$ cat config.mk
export PLATFORM = sky130hd
export DESIGN_NAME = hazard_ctrl_pipe
export DESIGN_NICKNAME = d
export VERILOG_FILES = /design/src/rtl/hazard_ctrl_pipe_pkg.sv /design/src/rtl/hazard_ctrl_pipe_fwd_sel.sv /design/src/rtl/hazard_ctrl_pipe.sv
export SDC_FILE = /design/constraint.sdc
export NUM_CORES = 1
export LEC_CHECK = 0
export ABC_AREA = 1
export BUFFER_PORTS_ARGS = -buffer_cell sky130_fd_sc_hd__buf_2
export CAP_MARGIN = 20
export CORE_MARGIN = 5
export CORE_UTILIZATION = 40
export DETAILED_ROUTE_END_ITERATION = 6
export PLACE_DENSITY = 0.71
export SYNTH_ARGS = -nofsm -noshare
export SYNTH_HDL_FRONTEND = slang
export SYNTH_SLANG_ARGS = --single-unit
$ cat constraint.sdc
create_clock -name clk -period 1.41 [get_ports clk]
set_clock_uncertainty 0.05 [all_clocks]
set_input_delay 0 -clock clk [delete_from_list [all_inputs] [get_ports clk]]
set_output_delay 0 -clock clk [all_outputs]
set_load 0.01 [all_outputs]
$ cat src/rtl/hazard_ctrl_pipe_pkg.sv
// Shared types and encodings for the pipeline control/hazard block.
package hazard_ctrl_pipe_pkg;

  typedef struct packed {
    logic       branch;
    logic       memread;
    logic       memtoreg;
    logic [1:0] aluop;
    logic       memwrite;
    logic       alusrc;
    logic       regwrite;
  } ctrl_t;

  localparam ctrl_t BUBBLE = '0;

  localparam logic [1:0] FWD_REG = 2'b00;
  localparam logic [1:0] FWD_MEM = 2'b10;
  localparam logic [1:0] FWD_WB  = 2'b01;

endpackage

$ cat src/rtl/hazard_ctrl_pipe_fwd_sel.sv
// Forwarding select for one ALU operand; the younger EX/MEM producer wins over MEM/WB.
module hazard_ctrl_pipe_fwd_sel
  import hazard_ctrl_pipe_pkg::*;
#(
  parameter int unsigned RA_W = 5
) (
  input  logic [RA_W-1:0] rs,
  input  logic            mem_regwrite,
  input  logic [RA_W-1:0] mem_rd,
  input  logic            wb_regwrite,
  input  logic [RA_W-1:0] wb_rd,
  output logic [1:0]      sel
);

  always_comb begin
    sel = FWD_REG;
    if (mem_regwrite && (mem_rd != '0) && (mem_rd == rs)) begin
      sel = FWD_MEM;
    end else if (wb_regwrite && (wb_rd != '0) && (wb_rd == rs)) begin
      sel = FWD_WB;
    end
  end

endmodule

$ cat src/rtl/hazard_ctrl_pipe.sv
// Carries decoder control through ID/EX, EX/MEM, MEM/WB; handles load-use stalls,
// taken-branch flushes, forwarding selects and saturating event counters.
module hazard_ctrl_pipe
  import hazard_ctrl_pipe_pkg::*;
#(
  parameter int unsigned RA_W  = 5,
  parameter int unsigned CNT_W = 16
) (
  input  logic             clk,
  input  logic             rst_n,
  input  logic             id_valid,
  input  logic             id_branch,
  input  logic             id_memread,
  input  logic             id_memtoreg,
  input  logic             id_memwrite,
  input  logic             id_alusrc,
  input  logic             id_regwrite,
  input  logic [1:0]       id_aluop,
  input  logic [RA_W-1:0]  id_rs1,
  input  logic [RA_W-1:0]  id_rs2,
  input  logic [RA_W-1:0]  id_rd,
  input  logic             ex_zero,
  output logic             ex_branch,
  output logic             ex_memread,
  output logic             ex_memtoreg,
  output logic             ex_memwrite,
  output logic             ex_alusrc,
  output logic             ex_regwrite,
  output logic [1:0]       ex_aluop,
  output logic [RA_W-1:0]  ex_rs1,
  output logic [RA_W-1:0]  ex_rs2,
  output logic [RA_W-1:0]  ex_rd,
  output logic             mem_memread,
  output logic             mem_memwrite,
  output logic             mem_memtoreg,
  output logic             mem_regwrite,
  output logic [RA_W-1:0]  mem_rd,
  output logic             wb_memtoreg,
  output logic             wb_regwrite,
  output logic [RA_W-1:0]  wb_rd,
  output logic             stall,
  output logic             flush,
  output logic [1:0]       fwd_a,
  output logic [1:0]       fwd_b,
  output logic [CNT_W-1:0] stall_cnt,
  output logic [CNT_W-1:0] flush_cnt
);

  localparam logic [CNT_W-1:0] CntMax = '1;

  ctrl_t            ex_q, ex_d, id_ctrl;
  logic [RA_W-1:0]  ex_rs1_q, ex_rs2_q, ex_rd_q;
  logic [RA_W-1:0]  ex_rs1_d, ex_rs2_d, ex_rd_d;
  logic             mem_memread_q, mem_memwrite_q, mem_memtoreg_q, mem_regwrite_q;
  logic [RA_W-1:0]  mem_rd_q;
  logic             wb_memtoreg_q, wb_regwrite_q;
  logic [RA_W-1:0]  wb_rd_q;
  logic [CNT_W-1:0] stall_cnt_q, stall_cnt_d, flush_cnt_q, flush_cnt_d;
  logic             load_use;

  assign flush    = ex_q.branch & ex_zero;
  assign load_use = ex_q.memread && (ex_rd_q != '0) && id_valid &&
                    ((ex_rd_q == id_rs1) || (ex_rd_q == id_rs2));
  // A squashed ID instruction must never hold the front end.
  assign stall    = load_use & ~flush;

  always_comb begin
    id_ctrl          = BUBBLE;
    id_ctrl.branch   = id_branch;
    id_ctrl.memread  = id_memread;
    id_ctrl.memtoreg = id_memtoreg;
    id_ctrl.aluop    = id_aluop;
    id_ctrl.memwrite = id_memwrite;
    id_ctrl.alusrc   = id_alusrc;
    id_ctrl.regwrite = id_regwrite;

    ex_d     = id_ctrl;
    ex_rs1_d = id_rs1;
    ex_rs2_d = id_rs2;
    ex_rd_d  = id_rd;
    if (flush || stall || !id_valid) begin
      ex_d     = BUBBLE;
      ex_rs1_d = '0;
      ex_rs2_d = '0;
      ex_rd_d  = '0;
    end

    stall_cnt_d = stall_cnt_q;
    flush_cnt_d = flush_cnt_q;
    if (stall && (stall_cnt_q != CntMax)) stall_cnt_d = stall_cnt_q + CNT_W'(1);
    if (flush && (flush_cnt_q != CntMax)) flush_cnt_d = flush_cnt_q + CNT_W'(1);
  end

  always_ff @(posedge clk) begin
    if (!rst_n) begin
      ex_q           <= BUBBLE;
      ex_rs1_q       <= '0;
      ex_rs2_q       <= '0;
      ex_rd_q        <= '0;
      mem_memread_q  <= 1'b0;
      mem_memwrite_q <= 1'b0;
      mem_memtoreg_q <= 1'b0;
      mem_regwrite_q <= 1'b0;
      mem_rd_q       <= '0;
      wb_memtoreg_q  <= 1'b0;
      wb_regwrite_q  <= 1'b0;
      wb_rd_q        <= '0;
      stall_cnt_q    <= '0;
      flush_cnt_q    <= '0;
    end else begin
      ex_q           <= ex_d;
      ex_rs1_q       <= ex_rs1_d;
      ex_rs2_q       <= ex_rs2_d;
      ex_rd_q        <= ex_rd_d;
      mem_memread_q  <= ex_q.memread;
      mem_memwrite_q <= ex_q.memwrite;
      mem_memtoreg_q <= ex_q.memtoreg;
      mem_regwrite_q <= ex_q.regwrite;
      mem_rd_q       <= ex_rd_q;
      wb_memtoreg_q  <= mem_memtoreg_q;
      wb_regwrite_q  <= mem_regwrite_q;
      wb_rd_q        <= mem_rd_q;
      stall_cnt_q    <= stall_cnt_d;
      flush_cnt_q    <= flush_cnt_d;
    end
  end

  hazard_ctrl_pipe_fwd_sel #(.RA_W(RA_W)) u_fwd_a (
    .rs          (ex_rs1_q),
    .mem_regwrite(mem_regwrite_q),
    .mem_rd      (mem_rd_q),
    .wb_regwrite (wb_regwrite_q),
    .wb_rd       (wb_rd_q),
    .sel         (fwd_a)
  );

  hazard_ctrl_pipe_fwd_sel #(.RA_W(RA_W)) u_fwd_b (
    .rs          (ex_rs2_q),
    .mem_regwrite(mem_regwrite_q),
    .mem_rd      (mem_rd_q),
    .wb_regwrite (wb_regwrite_q),
    .wb_rd       (wb_rd_q),
    .sel         (fwd_b)
  );

  assign ex_branch    = ex_q.branch;
  assign ex_memread   = ex_q.memread;
  assign ex_memtoreg  = ex_q.memtoreg;
  assign ex_memwrite  = ex_q.memwrite;
  assign ex_alusrc    = ex_q.alusrc;
  assign ex_regwrite  = ex_q.regwrite;
  assign ex_aluop     = ex_q.aluop;
  assign ex_rs1       = ex_rs1_q;
  assign ex_rs2       = ex_rs2_q;
  assign ex_rd        = ex_rd_q;
  assign mem_memread  = mem_memread_q;
  assign mem_memwrite = mem_memwrite_q;
  assign mem_memtoreg = mem_memtoreg_q;
  assign mem_regwrite = mem_regwrite_q;
  assign mem_rd       = mem_rd_q;
  assign wb_memtoreg  = wb_memtoreg_q;
  assign wb_regwrite  = wb_regwrite_q;
  assign wb_rd        = wb_rd_q;
  assign stall_cnt    = stall_cnt_q;
  assign flush_cnt    = flush_cnt_q;

endmodule

==> run metrics <==
Syn Area/Cell=6.83 um2; Total GRT Usage=0.204; synthesized flop and latch total=71; Synthesized Nets=~510; EDFF count, synth=0; Worst-Margin Slew=a little over 0.3 ns; Final nets=~720; critical path fanouts, max=6; TritonCTS clock tree=yes; n_diodes=0; die height=101 um; Die Width=101 um; power per cell area=732 mW/mm2; max-slew violation count=0; Yosys warnings=0; core box area=around 0.0081 mm2; post-synthesis xor/xnor area fraction=0.0615; relative slew slack=0.794; worst min path class=in -> reg; dominant cells by area after synthesis=dfxtp_1, nand2_1, nor2_1, inv_1, xnor2_1; maximum clock frequency=591 MHz; Final ANT Viol Nets=0; final wirelength=11.8 mm; Fin. Hold Viols=0; ys async rst share=0; worst hold margin=0.0775 ns; WP data arrival=1.89 ns; DIE AREA=about 0.010 mm2; Util after Layout=0.726; Setup-failing EPs final=55; CP Class=reg -> reg; Synth Instances=480; post-synth top area cell=dfxtp_1; status=finished, violations left; clock tree buffer depth=2; DRC=0; Site Rows=33; Post-Syn Area=0.00328 mm2; Port Buffer Count=approximately 100; DPL Wire Length=6.73 mm; Yosys cell types=31; share of layout cells above drive strength 1=0.509; Final WS setup=-0.281 ns; dpl ws=-0.163 ns; post-synthesis adder-cell area fraction=0.00764; main combinational cell family by area after synthesis=simple AND/OR/NAND/NOR gates; largest net degree at the start of global routing=24; vias in the first global route=between 3000 and 4000; Synth Area in Compound Gates=0.0500; failing checks=setup timing; Leakage=0.00300 uW; cts bufs inserted=9; Top FF cell, synth=dfxtp_1; Cell Area, Placed=0.00438 mm2; Startpoint Class=flop; IO Pins=104; RD Place Congestion=0.902; CP Capture Type=flop; first-pass GRT wire length=roughly 16 mm; crit share post-route=1.20; drt via density=4.93; Initial Utilization=0.405; Layout area overhead=79.4%; initial antenna violation count=1; cell area after layout=0.00588 mm2; sequential-to-total area share from yosys stat=0.434; Crit path required time=1.60 ns; post-route minimum period=roughly 1.7 ns; setup TNS=-7.16 ns; cell with the most instances after synthesis=nand2_1; Post-Synth Simple-Gate Area=0.343; clk root buf=clkbuf_8; clock sinks=71; Worst-path clk slew=0.08 ns; CTS H-tree depth=3; grt total ovfl=0; DR vias=between 3000 and 4000; WL/cell=14.7 um; initial DRC count=about 160; mux cell area share after synthesis=0; unrepaired setup endpoints after global routing=yes; VDD IR-drop max=0.438 mV; max-cap viol count=0; Clock Latency Late Sink=0.35 ns; drt pass-1 iters=4; Reg2Reg Setup Slack=-0.28 ns; Synth top area share=0.434; Commonest cells post-synth=nand2_1, nor2_1, inv_1, dfxtp_1, xnor2_1
kinds of logic after synthesis:
| logic type | count (synthesis) |
|---|---|
| xor gates and xnor gates | 23 |
| DFF | 71 |
| AOI/OAI and AO/OA | 29 |
| adders and majority gates | 2 |
| and+or+nand+nor | 268 |
| buffers and inverters | 87 |
cell type report:
cell class,count,area [um2]
Clock buffer,12,156
Clock inverter,4,53.8
Fill cell,571,2210
Inverter,77,304
Multi-Input combinational cell,324,2240
Sequential cell,71,1490
Tap cell,105,131
Timing Repair Buffer,211,1510
per-layer routing:
metal,wire length (um),global-route usage,up-vias
met5,13,0,-
met4,367,0.0694,2
met3,776,0.0547,44
li1,-,-,1901
met2,6230,0.361,164
met1,4410,0.237,1850
power by group:
group / total (uW) / switching (uW) / internal, uW
registers: 2070 / 46.3 / 2020
clock network: 1720 / 789 / 929
logic: 515 / 265 / 250
critical path, cell delays in order (launching register included):
cell and delay (ns):
dfxtp_4 0.39, inv_4 0.04, nand2_1 0.06, nand2_1 0.06
nor2_1 0.13, nand3_2 0.11, nand2_4 0.10, buf_6 0.12
nand3_4 0.15, nor2_1 0.19, nand2_1 0.09, nand2_1 0.06
nor2_1 0.04
per-stage QoR:
| step | power, uW | std cells |
|---|---|---|
| 3_5_place_dp | 2430 | 737 |
| 5_1_grt | 4480 | 804 |
| 3_3_place_gp | 2430 | 737 |
| 6_report | 4300 | 804 |
| 2_1_floorplan | 2290 | 480 |
| 4_1_cts | 4250 | 794 |
cells in the final DEF (no fill, tap or decap), types with 3 or more instances in the layout:
master	netlist	final
dlygate4sd3_1	0	24
nand3_4	0	6
nor3_2	0	4
clkbuf_8	0	9
inv_1	73	64
dfxtp_4	0	13
nor3_1	13	6
dfxtp_2	0	13
o21ai_0	11	3
nand2_1	124	100
a21oi_2	0	5
xor2_1	9	8
inv_4	0	4
buf_4	1	62
nand3_1	11	6
inv_2	4	8
nor3_4	0	3
xnor2_2	0	9
nand2_4	1	11
nand4_1	13	13
nand2_2	1	15
a21oi_1	11	6
xnor2_1	14	5
nor2_1	94	53
dfxtp_1	71	45
nor2_4	0	30
buf_2	3	102
o21ai_2	0	6
o21bai_1	4	4
buf_6	1	20
nor2_2	3	14
final timing paths:
check              start             to  cells past startpoint
max reg2reg     ex_rd[3]  stall_cnt[12]                     12
min             id_valid       ex_rd[4]                      4
min reg2reg  ex_memtoreg   mem_memtoreg                      2
max             ex_rd[3]  stall_cnt[12]                     12
registers in the layout (all words and copies together) (netlist names):
register      flops
stall_cnt        16
wb_rd             5
ex_rs2            5
ex_alusrc         1
ex_regwrite       1
wb_regwrite       1
ex_memtoreg       1
flush_cnt        16
mem_memwrite      1
mem_regwrite      1
ex_branch         1
ex_aluop          2
ex_memwrite       1
ex_rs1            5
ex_memread        1
mem_memread       1
ex_rd             5
wb_memtoreg       1
mem_memtoreg      1
mem_rd            5
repair_timing:
action	CTS	global route
setup endpoints to repair	40	60
cloned	3	2
gates resized for setup	71	153
hold endpoints to repair	27	0
hold buffers	24	0
buffers inserted	14	9
pin swaps	32	47
Note: power is estimated with default switching activity, not from simulation.
